`src/rtl/fifo_sync_v2.sv`:
```
// Single-clock FIFO with occupancy count, programmable almost flags and sticky error flags.
// Define FIFO_SYNC_V2_FWFT_EN for first-word-fall-through reads; default is a registered read port.
module fifo_sync_v2 #(
  parameter int WIDTH    = 8,
  parameter int DEPTH    = 16,
  parameter int AF_LEVEL = DEPTH - 2,
  parameter int AE_LEVEL = 1
) (
  input  logic                     clk,
  input  logic                     rst,
  input  logic                     wr,
  input  logic [WIDTH-1:0]         din,
  input  logic                     rd,
  output logic [WIDTH-1:0]         dout,
  output logic [$clog2(DEPTH):0]   count,
  output logic                     full,
  output logic                     empty,
  output logic                     almost_full,
  output logic                     almost_empty,
  output logic                     overflow,
  output logic                     underflow,
  input  logic                     clr_err
);

  localparam int AW = $clog2(DEPTH);
  localparam int CW = AW + 1;

  logic [WIDTH-1:0] mem [DEPTH];

  logic [AW-1:0] waddr_q, waddr_d;
  logic [AW-1:0] raddr_q, raddr_d;
  logic [CW-1:0] count_q, count_d;
  logic          full_q, full_d;
  logic          empty_q, empty_d;
  logic          af_q, af_d;
  logic          ae_q, ae_d;
  logic          ovf_q, ovf_d;
  logic          udf_q, udf_d;
  logic          rd_ok_s, wr_ok_s;

  // A full FIFO can still take a write when the same cycle pops a word.
  always_comb begin
    rd_ok_s = rd & ~empty_q;
    wr_ok_s = wr & (~full_q | rd_ok_s);

    if (wr_ok_s) begin
      waddr_d = waddr_q + AW'(1);
    end else begin
      waddr_d = waddr_q;
    end

    if (rd_ok_s) begin
      raddr_d = raddr_q + AW'(1);
    end else begin
      raddr_d = raddr_q;
    end

    case ({wr_ok_s, rd_ok_s})
      2'b10:   count_d = count_q + CW'(1);
      2'b01:   count_d = count_q - CW'(1);
      default: count_d = count_q;
    endcase

    // Flags are registered from the next count so they change with count, glitch-free.
    full_d  = (count_d == CW'(DEPTH));
    empty_d = (count_d == {CW{1'b0}});
    af_d    = (count_d >= CW'(AF_LEVEL));
    ae_d    = (count_d <= CW'(AE_LEVEL));

    if (wr & ~wr_ok_s) begin
      ovf_d = 1'b1;
    end else if (clr_err) begin
      ovf_d = 1'b0;
    end else begin
      ovf_d = ovf_q;
    end

    if (rd & empty_q) begin
      udf_d = 1'b1;
    end else if (clr_err) begin
      udf_d = 1'b0;
    end else begin
      udf_d = udf_q;
    end
  end

  always_ff @(posedge clk or posedge rst) begin
    if (rst) begin
      waddr_q <= {AW{1'b0}};
      raddr_q <= {AW{1'b0}};
      count_q <= {CW{1'b0}};
      full_q  <= 1'b0;
      empty_q <= 1'b1;
      af_q    <= 1'b0;
      ae_q    <= 1'b1;
      ovf_q   <= 1'b0;
      udf_q   <= 1'b0;
    end else begin
      waddr_q <= waddr_d;
      raddr_q <= raddr_d;
      count_q <= count_d;
      full_q  <= full_d;
      empty_q <= empty_d;
      af_q    <= af_d;
      ae_q    <= ae_d;
      ovf_q   <= ovf_d;
      udf_q   <= udf_d;
    end
  end

  // Storage is never reset; only the pointers and count define validity.
  always_ff @(posedge clk) begin
    if (wr_ok_s) begin
      mem[waddr_q] <= din;
    end
  end

`ifdef FIFO_SYNC_V2_FWFT_EN
  assign dout = empty_q ? {WIDTH{1'b0}} : mem[raddr_q];
`else
  logic [WIDTH-1:0] dout_q, dout_d;

  always_comb begin
    if (rd_ok_s) begin
      dout_d = mem[raddr_q];
    end else begin
      dout_d = dout_q;
    end
  end

  always_ff @(posedge clk or posedge rst) begin
    if (rst) begin
      dout_q <= {WIDTH{1'b0}};
    end else begin
      dout_q <= dout_d;
    end
  end

  assign dout = dout_q;
`endif

  assign count        = count_q;
  assign full         = full_q;
  assign empty        = empty_q;
  assign almost_full  = af_q;
  assign almost_empty = ae_q;
  assign overflow     = ovf_q;
  assign underflow    = udf_q;

endmodule

```
`config.mk`:
```
export PLATFORM = sky130hd
export DESIGN_NAME = fifo_sync_v2
export DESIGN_NICKNAME = d
export VERILOG_FILES = /design/src/rtl/fifo_sync_v2.sv
export SDC_FILE = /design/constraint.sdc
export NUM_CORES = 1
export LEC_CHECK = 0
export BUFFER_PORTS_ARGS = -buffer_cell sky130_fd_sc_hd__buf_2
export CORE_MARGIN = 2
export CORE_UTILIZATION = 54
export DETAILED_ROUTE_END_ITERATION = 10
export MAX_ROUTING_LAYER = met4
export PLACE_DENSITY_LB_ADDON = 0.15
export SLEW_MARGIN = 20
export SYNTH_ARGS = -nofsm -noshare
export SYNTH_HDL_FRONTEND = slang
export SYNTH_SLANG_ARGS = --single-unit
```
`constraint.sdc`:
```
create_clock -name clk -period 2.8 [get_ports clk]
set_input_delay 0.14 -clock clk [delete_from_list [all_inputs] [get_ports clk]]
set_output_delay 0.14 -clock clk [all_outputs]
set_load 0.01 [all_outputs]
```
==> results of run 1 <==
cells in the mapped netlist, types with 2 or more instances:
cell	instances
o21ai_0	5
nand2b_1	4
nand4_1	2
xnor2_1	8
mux2_2	3
ha_1	8
buf_1	6
xor2_1	2
nand3_1	3
nor3_1	8
dfstp_2	2
edfxtp_1	128
mux2i_1	10
buf_6	2
nor2_1	14
nand2_1	26
a22oi_1	4
buf_2	5
a21oi_1	7
inv_1	7
o21ai_1	7
dfrtp_1	25
mux4_2	32
routing by layer:
metal  GRT usage, %  vias up
met4           7.90        0
met1           27.0     1593
met3           5.19       13
met5              -        -
li1               -     1434
met2           33.2       84
how the worst max path moves through the flow:
stage,start,to,slack [ns],cells past startpoint
after floorplan,empty,almost_full,0.13,13
after global routing,empty,full,0.07,11
after global placement,empty,almost_full,0.30,10
after CTS,empty,almost_full,0.24,10
final,empty,full,0.33,11
after detailed placement,empty,almost_full,0.25,10
kinds of logic (layout without fill, tap and decap cells):
logic type | count (synthesis) | after routing | share of synthesized area, %
buf+inv | 23 | 100 | 2.00
mux | 45 | 45 | 13.8
flops | 155 | 155 | 73.1
fa+ha+maj | 8 | 8 | 1.62
compound gates | 30 | 30 | 3.05
simple gates | 62 | 62 | 4.79
xor+xnor | 11 | 11 | 1.68
state kept, by name (all words and copies together), names as in the netlist:
name,flops
full,1
dout,8
count,5
waddr_q,4
mem,128
empty,1
raddr_q,4
overflow,1
almost_empty,1
almost_full,1
underflow,1
power groups by stage:
stage | clock network, mW | logic (mW) | registers [mW]
after floorplan | 0 | 1.61 | 3.13
after global placement | 0 | 2.05 | 3.31
after detailed placement | 0 | 2.09 | 3.33
after CTS | 2.02 | 2.10 | 3.28
after global routing | 2.13 | 2.28 | 3.33
final | 1.97 | 2.06 | 3.27
final cells by class:
type / instances / area, um^2 / area share, %
Clock buffer: 20 / 437 / 6.08
Timing Repair Buffer: 60 / 395 / 5.50
Clock inverter: 12 / 76.3 / 1.06
Sequential cell: 155 / 4520 / 62.9
Multi-Input combinational cell: 156 / 1550 / 21.5
Inverter: 8 / 30.0 / 0.418
Tap cell: 143 / 179 / 2.49
timing repair:
| action | 4_1_cts | 5_1_grt |
|---|---|---|
| gates resized for setup | 0 | 1 |
| endpoints found under the hold margin | 2 | 25 |
| hold buffers | 3 | 1 |
| setup endpoints to repair | 0 | 2 |
worst reg2reg max path: cells and delay by family, from the launching register on:
kind | cells | cell delay, ns
flops | 1 | 0.53
simple gates | 3 | 0.64
buf+inv | 1 | 0.08
xor+xnor | 2 | 0.41
compound gates | 3 | 0.30
fa+ha+maj | 2 | 0.44
metrics by stage:
step	power (mW)	instance area [um^2]	utilization, %	cells
2_1_floorplan	4.74	6190	-	334
3_3_place_gp	5.36	6630	58.6	518
3_5_place_dp	5.41	6630	58.6	518
4_1_cts	7.40	7170	63.4	553
5_1_grt	7.74	7190	63.5	554
6_report	7.31	7190	63.5	554
==> results.md, run 1 <==
* Vias in the first global route at 3343
* Worst R2R Setup Slack at 0.33 ns
* Clock Latency Late Sink at 0.42 ns
* Final hold viol count at 0
* Hold Path Depth at 1
* Synthesized cell area at 6190 um^2
* Root buf cell: clkbuf_16
* Place WS at 0.254 ns
* Initial Util at 54.7%
* Worst R2R End: full
* CP startpoint kind: flip-flop
* Clock slew at reported path FFs at 0.06 ns
* Drt total wl at 11.3 mm
* Crit path cell chain: nand2b_1 -> a21boi_2 -> inv_1 -> ha_2 -> xor2_1 -> ha_1 -> a21o_1 -> a21oi_1 -> nor4_4 -> xor2_2 -> nor3b_2
* Syn Area/Cell at 18.5 um^2
* Fin crit share at 88.2%
* Chip Width at 111 um
* CP bufs+invs at 1
* Worst Path Required at 3.14 ns
* Initial antenna violation count at 0
* Min-Delay Endpoint: mem[14][6]
* Core Region at 11300 um^2
* Final Max Slew Viols at 0
* R2r startpoint: empty
* Clock Sink Count at 155
* Total track usage at 21.1%
* Largest net degree at the start of global routing at 28
* Vias at 3124
* Synth top area share at 62.1%
* H-tree lvl count at 4
* Final setup violation count at 0
* Leak at 2.59 nW
* Detailed Routing Iterations Pass 1 at 5
* Hold_ws at 0.0999 ns
* PortBufs at 31
* Setup WS post-layout at 0.331 ns
* Most common flop cell mapped by yosys: edfxtp_1
* Most frequent cells in the layout: edfxtp_1, mux4_2, buf_2, nand2_1
* Routability cong. at 0.877
* Pwr dens at 1020 nW/um^2
* Most common cell after layout, fill and taps aside: edfxtp_1
* Logic gate share of total power at 28.2%
* Routed length on met1 at 4.73 mm
* Critical path capture point type: flip-flop
* CP top delay family: simple AND/OR/NAND/NOR gates
* Final ANT Viol Nets at 0
* Die Area at 12300 um^2
* Ranking of synthesized cells by area: edfxtp_1, mux4_2, dfrtp_1
* Number of synthesized flops with an enable pin at 128
* Net Sw Frac at 30.8%
* Sequential-to-total area share from yosys stat at 73.1%
* Clock skew at 0.00478 ns
* FF-to-FF path depth at 11
* Post-CTS Setup Inserts at 0
* Fillers at 820
* Total of max-cap violations at 0
* Final setup TNS at 0 ns
* First-pass GRT wire length at 18.4 mm
* YS warnings at 0
* Max Buffers Root-to-Sink at 2
* Post-synthesis register bit count at 155
* Relative slew slack at 50.8%
* Worst Tran Pin Value at 0.738 ns
* Post-synth top area cell: edfxtp_1
* Ant. Diodes at 0
* Net switching power at 2.25 mW
* Unrepaired setup endpoints after global routing: false
* Critical path arrival at 2.81 ns
* CTS tree: done
* Max VDD drop at 0.639 mV
* Worst stage delay on the critical path at 0.53 ns
* Internal at 5.05 mW
* Post-DR wirelength/cell at 20.4 um
* Mapped Nets at 355
* Rows at 39
* Met3 WL post-DR at 677 um
* GRT overflow at 0
* Status: completed
* Syn-to-layout area delta at 16.1%
* Crit Path Max Fanout at 7
* Top achievable clock speed at 405 MHz
* Fin crit period at 2.47 ns
* Final net count at 419
* Inserted Clock Buffers at 17
* Max layer used: met4
* Share of power burned in registers at 44.8%
* Critical-path cell with the highest stage delay: dfstp_2
* Yosys cell types at 39
* Met2 Wirelength at 5.77 mm
* Cell count after synthesis at 334
* Die Y at 111 um
* Crit Path Class: flip-flop to flip-flop
* Hold path start: din[6]
* Hold WC Path Type: input port to flip-flop
* DRC Markers at 0
* Initial DRC count at 211
* DP HPWL at 7.60 mm
* I/O pin count at 32
* Clk network pwr share at 27.0%
* Share of cells above drive strength 1 at 31.6%
* Asr flop ratio synth at 17.4%
* Via density at 5.64
(Power assumes the default switching activity.)
==> inputs of run 2 (changes only) <==
==> constraint.sdc (replaced) <==
create_clock -name clk -period 2 [get_ports clk]
set_input_delay 0.1 -clock clk [delete_from_list [all_inputs] [get_ports clk]]
set_output_delay 0.1 -clock clk [all_outputs]
set_load 0.01 [all_outputs]
==> results.md, run 2 (synthesis results as in run 1) <==
* Crit path cell chain: nand2b_4 -> a21boi_4 -> inv_2 -> ha_4 -> xor2_1 -> ha_2 -> a21oi_1 -> xor2_1 -> or3_1 -> nand2_2 -> a31o_1 (was nand2b_1 -> a21boi_2 -> inv_1 -> ha_2 -> xor2_1 -> ha_1 -> a21o_1 -> a21oi_1 -> nor4_4 -> xor2_2 -> nor3b_2)
* Critical path arrival at 2.54 ns (was 2.81 ns)
* Status: finished with violations (was completed)
* Final Max Slew Viols at 0 (unchanged)
* Clock Latency Late Sink at 0.41 ns (was 0.42 ns)
* Critical path capture point type: flip-flop (unchanged)
* Die Area at 12300 um^2 (unchanged)
* Final net count at 442 (was 419)
* Detailed Routing Iterations Pass 1 at 4 (was 5)
* Fillers at 761 (was 820)
* Setup WS post-layout at -0.195 ns (was 0.331 ns)
* Cell Area, Placed at 6830 um^2 (was 6630 um^2)
* Initial Util at 54.7% (unchanged)
* H-tree lvl count at 4 (unchanged)
* Top achievable clock speed at 456 MHz (was 405 MHz)
* Fin util at 66.8% (was 63.5%)
* Critical path origin: empty (unchanged)
* Worst Tran Pin Value at 0.475 ns (was 0.738 ns)
* Post-DR wirelength/cell at 19.5 um (was 20.4 um)
* Crit Path Class: flip-flop to flip-flop (unchanged)
* Share of cells above drive strength 1 at 38.2% (was 31.6%)
* Max Buffers Root-to-Sink at 2 (unchanged)
* Worst stage delay on the critical path at 0.53 ns (about the same)
* Relative slew slack at 68.4% (was 50.8%)
* Hold WC Path Type: input port to flip-flop (unchanged)
* R2r startpoint: empty (unchanged)
* Clock slew at reported path FFs at 0.06 ns (about the same)
* Largest net degree at the start of global routing at 28 (unchanged)
* Most flops, register: mem (unchanged)
* Clock skew at 0.00710 ns (was 0.00478 ns)
* Busiest layer in global routing: met2 (unchanged)
* Critical-path cell with the highest stage delay: dfstp_2 (unchanged)
* PortBufs at 31 (unchanged)
* Met2 global-route usage at 31.4% (was 33.2%)
* Vias at 3200 (was 3124)
* Unrepaired setup endpoints after global routing: true (was false)
* DRC Markers at 0 (unchanged)
* First-pass GRT wire length at 18.0 mm (was 18.4 mm)
* I/O pin count at 32 (unchanged)
* Total of max-cap violations at 0 (unchanged)
* Final setup violation count at 7 (was 0)
* Final setup TNS at -0.892 ns (was 0 ns)
* Place WS at -0.246 ns (was 0.254 ns)
* Drt total wl at 11.2 mm (was 11.3 mm)
* CTS tree: done (unchanged)
* Vias in the first global route at 3327 (was 3343)
* Worst path most repeated cell: xor2_1
* Chip Width at 111 um (unchanged)
* Inserted Clock Buffers at 17 (unchanged)
* Rows at 39 (unchanged)
* Syn-to-layout area delta at 22.2% (was 16.1%)
* Failing checks: setup timing
* Routability cong. at 0.818 (was 0.877)
* DP HPWL at 7.48 mm (was 7.60 mm)
* CP startpoint kind: flip-flop (unchanged)
* Leak at 2.76 nW (was 2.59 nW)
* Worst Path Required at 2.35 ns (was 3.14 ns)
* Most frequent cells in the layout: edfxtp_1, buf_4, mux4_2, buf_2, nand2_1 (was edfxtp_1, mux4_2, buf_2, nand2_1)
* GRT overflow at 0 (unchanged)
* Total track usage at 20.6% (was 21.1%)
* Met3 Use GR at 5.08% (was 5.19%)
* Core Region at 11300 um^2 (unchanged)
* Root buf cell: clkbuf_16 (unchanged)
* Initial antenna violation count at 0 (unchanged)
* Hold path start: din[5] (was din[6])
* Max VDD drop at 0.729 mV (was 0.639 mV)
* Most common cell after layout, fill and taps aside: edfxtp_1 (unchanged)
* Crit Path Max Fanout at 4 (was 7)
* Fin crit share at 110% (was 88.2%)
* Die Y at 111 um (unchanged)
* Fin crit period at 2.20 ns (was 2.47 ns)
* Grt met1 use at 27.2% (was 27.0%)
* Final hold viol count at 0 (unchanged)
* Clock Sink Count at 155 (unchanged)
* Initial DRC count at 151 (was 211)
* Final ANT Viol Nets at 0 (unchanged)
* Pwr dens at 1460 nW/um^2 (was 1020 nW/um^2)
* Ant. Diodes at 0 (unchanged)
* Final Instance Area at 7560 um^2 (was 7190 um^2)
* Via density at 5.55 (was 5.64)
* Total chip power at 11.0 mW (was 7.31 mW)
* Largest register FFs at 128 (unchanged)
## run 2: changes by cell type in the layout (fill, tap and decap cells not counted), sizes merged
cell / delta
clkinvlp: -1
inv: -1
clkinv: -7
bufinv: +3
clkbuf: +6
buf: +23
## run 2: path summary, 6_finish.rpt
path                                     to  slack (ns)  cells past startpoint
worst max-delay path            almost_full       -0.20                     11
worst min-delay path              mem[7][5]        0.07                      1
worst max register to register  almost_full       -0.20                     11
worst min register to register    underflow        0.52                      2
max in group asynchronous             empty        1.38                      4
min in group asynchronous          count[0]        0.30                      4
## run 2: cell type report
| type | instances | area [um^2] | share of cell area, % |
|---|---|---|---|
| sequential | 155 | 4520 | 59.8 |
| inverter | 8 | 30.0 | 0.397 |
| clock inverter | 6 | 111 | 1.47 |
| clock buffer | 26 | 499 | 6.60 |
| multi-input combinational | 156 | 1650 | 21.8 |
| tap | 143 | 179 | 2.37 |
| timing repair buffer | 83 | 576 | 7.61 |
## run 2: worst max-delay path, delay by kind of cell (launching register included)
family,cells,cell delay [ns]
and+or+nand+nor,3,0.61
buffers and inverters,1,0.07
xor gates and xnor gates,2,0.32
AOI/OAI and AO/OA,3,0.26
DFF,1,0.53
adders and majority gates,2,0.34
## run 2: where the power goes
group	switching [mW]	leakage, nW	internal, mW	total [mW]
logic	1.69	0.989	1.69	3.37
clock network	1.15	0.295	2.10	3.25
registers	0.374	1.48	4.04	4.42
## run 2: repair_timing
item / in CTS / in global routing
cloned: 0 / 0
gates resized for setup: 5 / 7
setup buffers: 0 / 4
pin swaps: 3 / 3
setup endpoints to repair: 7 / 7
hold endpoints to repair: 27 / 0
hold buffers: 4 / 0
## run 2: per-layer routing
layer / vias to the layer above / wire, um
li1: 1488 / -
met1: 1621 / 5060
met2: 72 / 5510
met3: 19 / 448
met4: 0 / 222
met5: - / 0
## run 2: per-stage QoR
stage          cells  hold WS [ns]
3_3_place_gp     537         0.189
2_1_floorplan    334         0.151
3_5_place_dp     537         0.190
4_1_cts          573        0.0540
5_1_grt          577        0.0715
6_report         577        0.0700
==> inputs of run 3 (changes only) <==
--- a/config.mk
+++ b/config.mk
@@ -10,8 +10,7 @@
 export CORE_UTILIZATION = 54
 export DETAILED_ROUTE_END_ITERATION = 10
 export MAX_ROUTING_LAYER = met4
-export PLACE_DENSITY_LB_ADDON = 0.15
-export SLEW_MARGIN = 20
+export PLACE_DENSITY = 0.74
 export SYNTH_ARGS = -nofsm -noshare
 export SYNTH_HDL_FRONTEND = slang
 export SYNTH_SLANG_ARGS = --single-unit
==> results.md, run 3 (synthesis results as in run 1) <==
* Clock slew at reported path FFs at 0.06 ns (about the same)
* Root buf cell: clkbuf_16 (unchanged)
* Total of max-cap violations at 0 (unchanged)
* Status: finished with violations (unchanged)
* Ant. Diodes at 0 (unchanged)
* Worst Path Required at 2.32 ns (was 2.35 ns)
* Initial DRC count at 259 (was 151)
* Drt total wl at 12.0 mm (was 11.2 mm)
* DRC Markers at 0 (unchanged)
* Most frequent cells in the layout: edfxtp_1, buf_4, mux4_2, buf_2, nand2_1 (unchanged)
* Failing checks: setup timing (unchanged)
* Critical path origin: empty (unchanged)
* DP HPWL at 7.65 mm (was 7.48 mm)
* Chip Width at 111 um (unchanged)
* Core Region at 11300 um^2 (unchanged)
* Vias at 3228 (was 3200)
* Clock skew at 0.00943 ns (was 0.00710 ns)
* R2r startpoint: empty (unchanged)
* Total track usage at 21.7% (was 20.6%)
* Final setup TNS at -1.49 ns (was -0.892 ns)
* Pwr dens at 1480 nW/um^2 (was 1460 nW/um^2)
* CP endpoint: almost_empty (was almost_full)
* Final net count at 439 (was 442)
* Critical path capture point type: flip-flop (unchanged)
* Final Max Slew Viols at 0 (unchanged)
* Most common cell after layout, fill and taps aside: edfxtp_1 (unchanged)
* H-tree lvl count at 4 (unchanged)
* Crit Path Max Fanout at 4 (unchanged)
* Vias in the first global route at 3444 (was 3327)
* Worst R2R Setup Slack at -0.31 ns (was -0.20 ns)
* Worst Tran Pin Value at 0.621 ns (was 0.475 ns)
* Fin util at 66.6% (was 66.8%)
* Initial Util at 54.7% (unchanged)
* First-pass GRT wire length at 18.8 mm (was 18.0 mm)
* PortBufs at 31 (unchanged)
* Largest register FFs at 128 (unchanged)
* Post-DR wirelength/cell at 20.8 um (was 19.5 um)
* Setup WS post-layout at -0.314 ns (was -0.195 ns)
* Hold WC Path Type: input port to flip-flop (unchanged)
* Share of cells above drive strength 1 at 37.6% (was 38.2%)
* Fillers at 723 (was 761)
* Routability cong. at 0.845 (was 0.818)
* Inserted Clock Buffers at 17 (unchanged)
* Worst R2R End: almost_empty (was almost_full)
* CP startpoint kind: flip-flop (unchanged)
* CTS tree: done (unchanged)
* Final Instance Area at 7540 um^2 (was 7560 um^2)
* Most flops, register: mem (unchanged)
* Max Buffers Root-to-Sink at 2 (unchanged)
* Final hold viol count at 0 (unchanged)
* Clock Latency Late Sink at 0.42 ns (was 0.41 ns)
* Max VDD drop at 1.18 mV (was 0.729 mV)
* Relative slew slack at 58.6% (was 68.4%)
* Fin crit share at 116% (was 110%)
* I/O pin count at 32 (unchanged)
* Die Y at 111 um (unchanged)
* Initial antenna violation count at 0 (unchanged)
* Final setup violation count at 6 (was 7)
* Die Area at 12300 um^2 (unchanged)
* Crit Path Class: flip-flop to flip-flop (unchanged)
* Fin crit period at 2.31 ns (was 2.20 ns)
* Leak at 2.76 nW (about the same)
* Detailed Routing Iterations Pass 1 at 4 (unchanged)
* Via density at 5.62 (was 5.55)
* GRT overflow at 0 (unchanged)
* Largest net degree at the start of global routing at 28 (unchanged)
* Critical path arrival at 2.63 ns (was 2.54 ns)
* Syn-to-layout area delta at 21.8% (was 22.2%)
* FF-to-FF path depth at 12 (was 11)
* Rows at 39 (unchanged)
* Cell Area, Placed at 6810 um^2 (was 6830 um^2)
* Top achievable clock speed at 432 MHz (was 456 MHz)
* Final ANT Viol Nets at 0 (unchanged)
* Unrepaired setup endpoints after global routing: true (unchanged)
* Clock Sink Count at 155 (unchanged)
## run 3: cell types whose count changed in the layout (fill, tap and decap cells not counted), sizes merged
cell	previous run	this run
clkinv	2	4
bufinv	3	4
clkbuf	26	21
inv	8	9
buf	79	76
clkinvlp	1	2
## run 3: power breakdown
group | total (mW) | switching (mW) | internal, mW
clock | 3.36 | 1.21 | 2.15
sequential | 4.46 | 0.420 | 4.04
combinational | 3.35 | 1.68 | 1.68
total | 11.2 | 3.30 | 7.87
## run 3: worst min-delay path by stage
stage | startpoint | depth (start not counted) | end | slack [ns]
after floorplan | rst | 1 | almost_full | 0.15
after detailed placement | rst | 2 | count[4] | 0.21
after CTS | din[4] | 1 | mem[3][4] | 0.05
final | din[5] | 1 | mem[1][5] | 0.06
after global placement | rst | 2 | overflow | 0.18
after global routing | din[4] | 1 | mem[0][4] | 0.06
## run 3: what timing repair did
item,CTS,global route
hold buffers,4,0
setup endpoints to repair,7,7
resized for setup,6,1
pin swaps,4,2
setup buffers,2,3
endpoints found under the hold margin,15,0
## run 3: cell type report
class / count / area [um^2] / area share (%)
multi-input combinational: 156 / 1620 / 21.4
inverter: 8 / 30.0 / 0.398
clock inverter: 11 / 166 / 2.21
clock buffer: 21 / 460 / 6.11
tap: 143 / 179 / 2.37
timing repair buffer: 80 / 562 / 7.45
sequential: 155 / 4520 / 60.0
## run 3: per-layer routing
layer | up-vias | track usage [%] | share of wire (%)
met3 | 29 | 6.62 | 5.0
met4 | 0 | 9.88 | 2.6
met1 | 1632 | 26.5 | 41
li1 | 1482 | - | -
met5 | - | - | 0
met2 | 85 | 34.0 | 51
## run 3: per-stage QoR
stage                     power (mW)  cells  setup slack (ns)  hold WS, ns
after floorplan                 6.70    334            -0.429        0.151
after detailed placement        7.74    533            -0.252        0.214
after global placement          7.60    533            -0.187        0.184
after global routing            11.7    574            -0.401       0.0592
final                           11.2    574            -0.314       0.0642
after CTS                       11.2    571            -0.269       0.0452
## run 3: worst max-delay path: stages (launching register included)
cell	delay (ns)
dfstp_2	0.53
nand2b_4	0.15
a21boi_4	0.06
inv_2	0.08
ha_4	0.14
xor2_1	0.16
ha_2	0.22
a21o_1	0.12
a21oi_2	0.07
nor4_4	0.20
xor2_2	0.15
buf_4	0.16
nor4_2	0.17
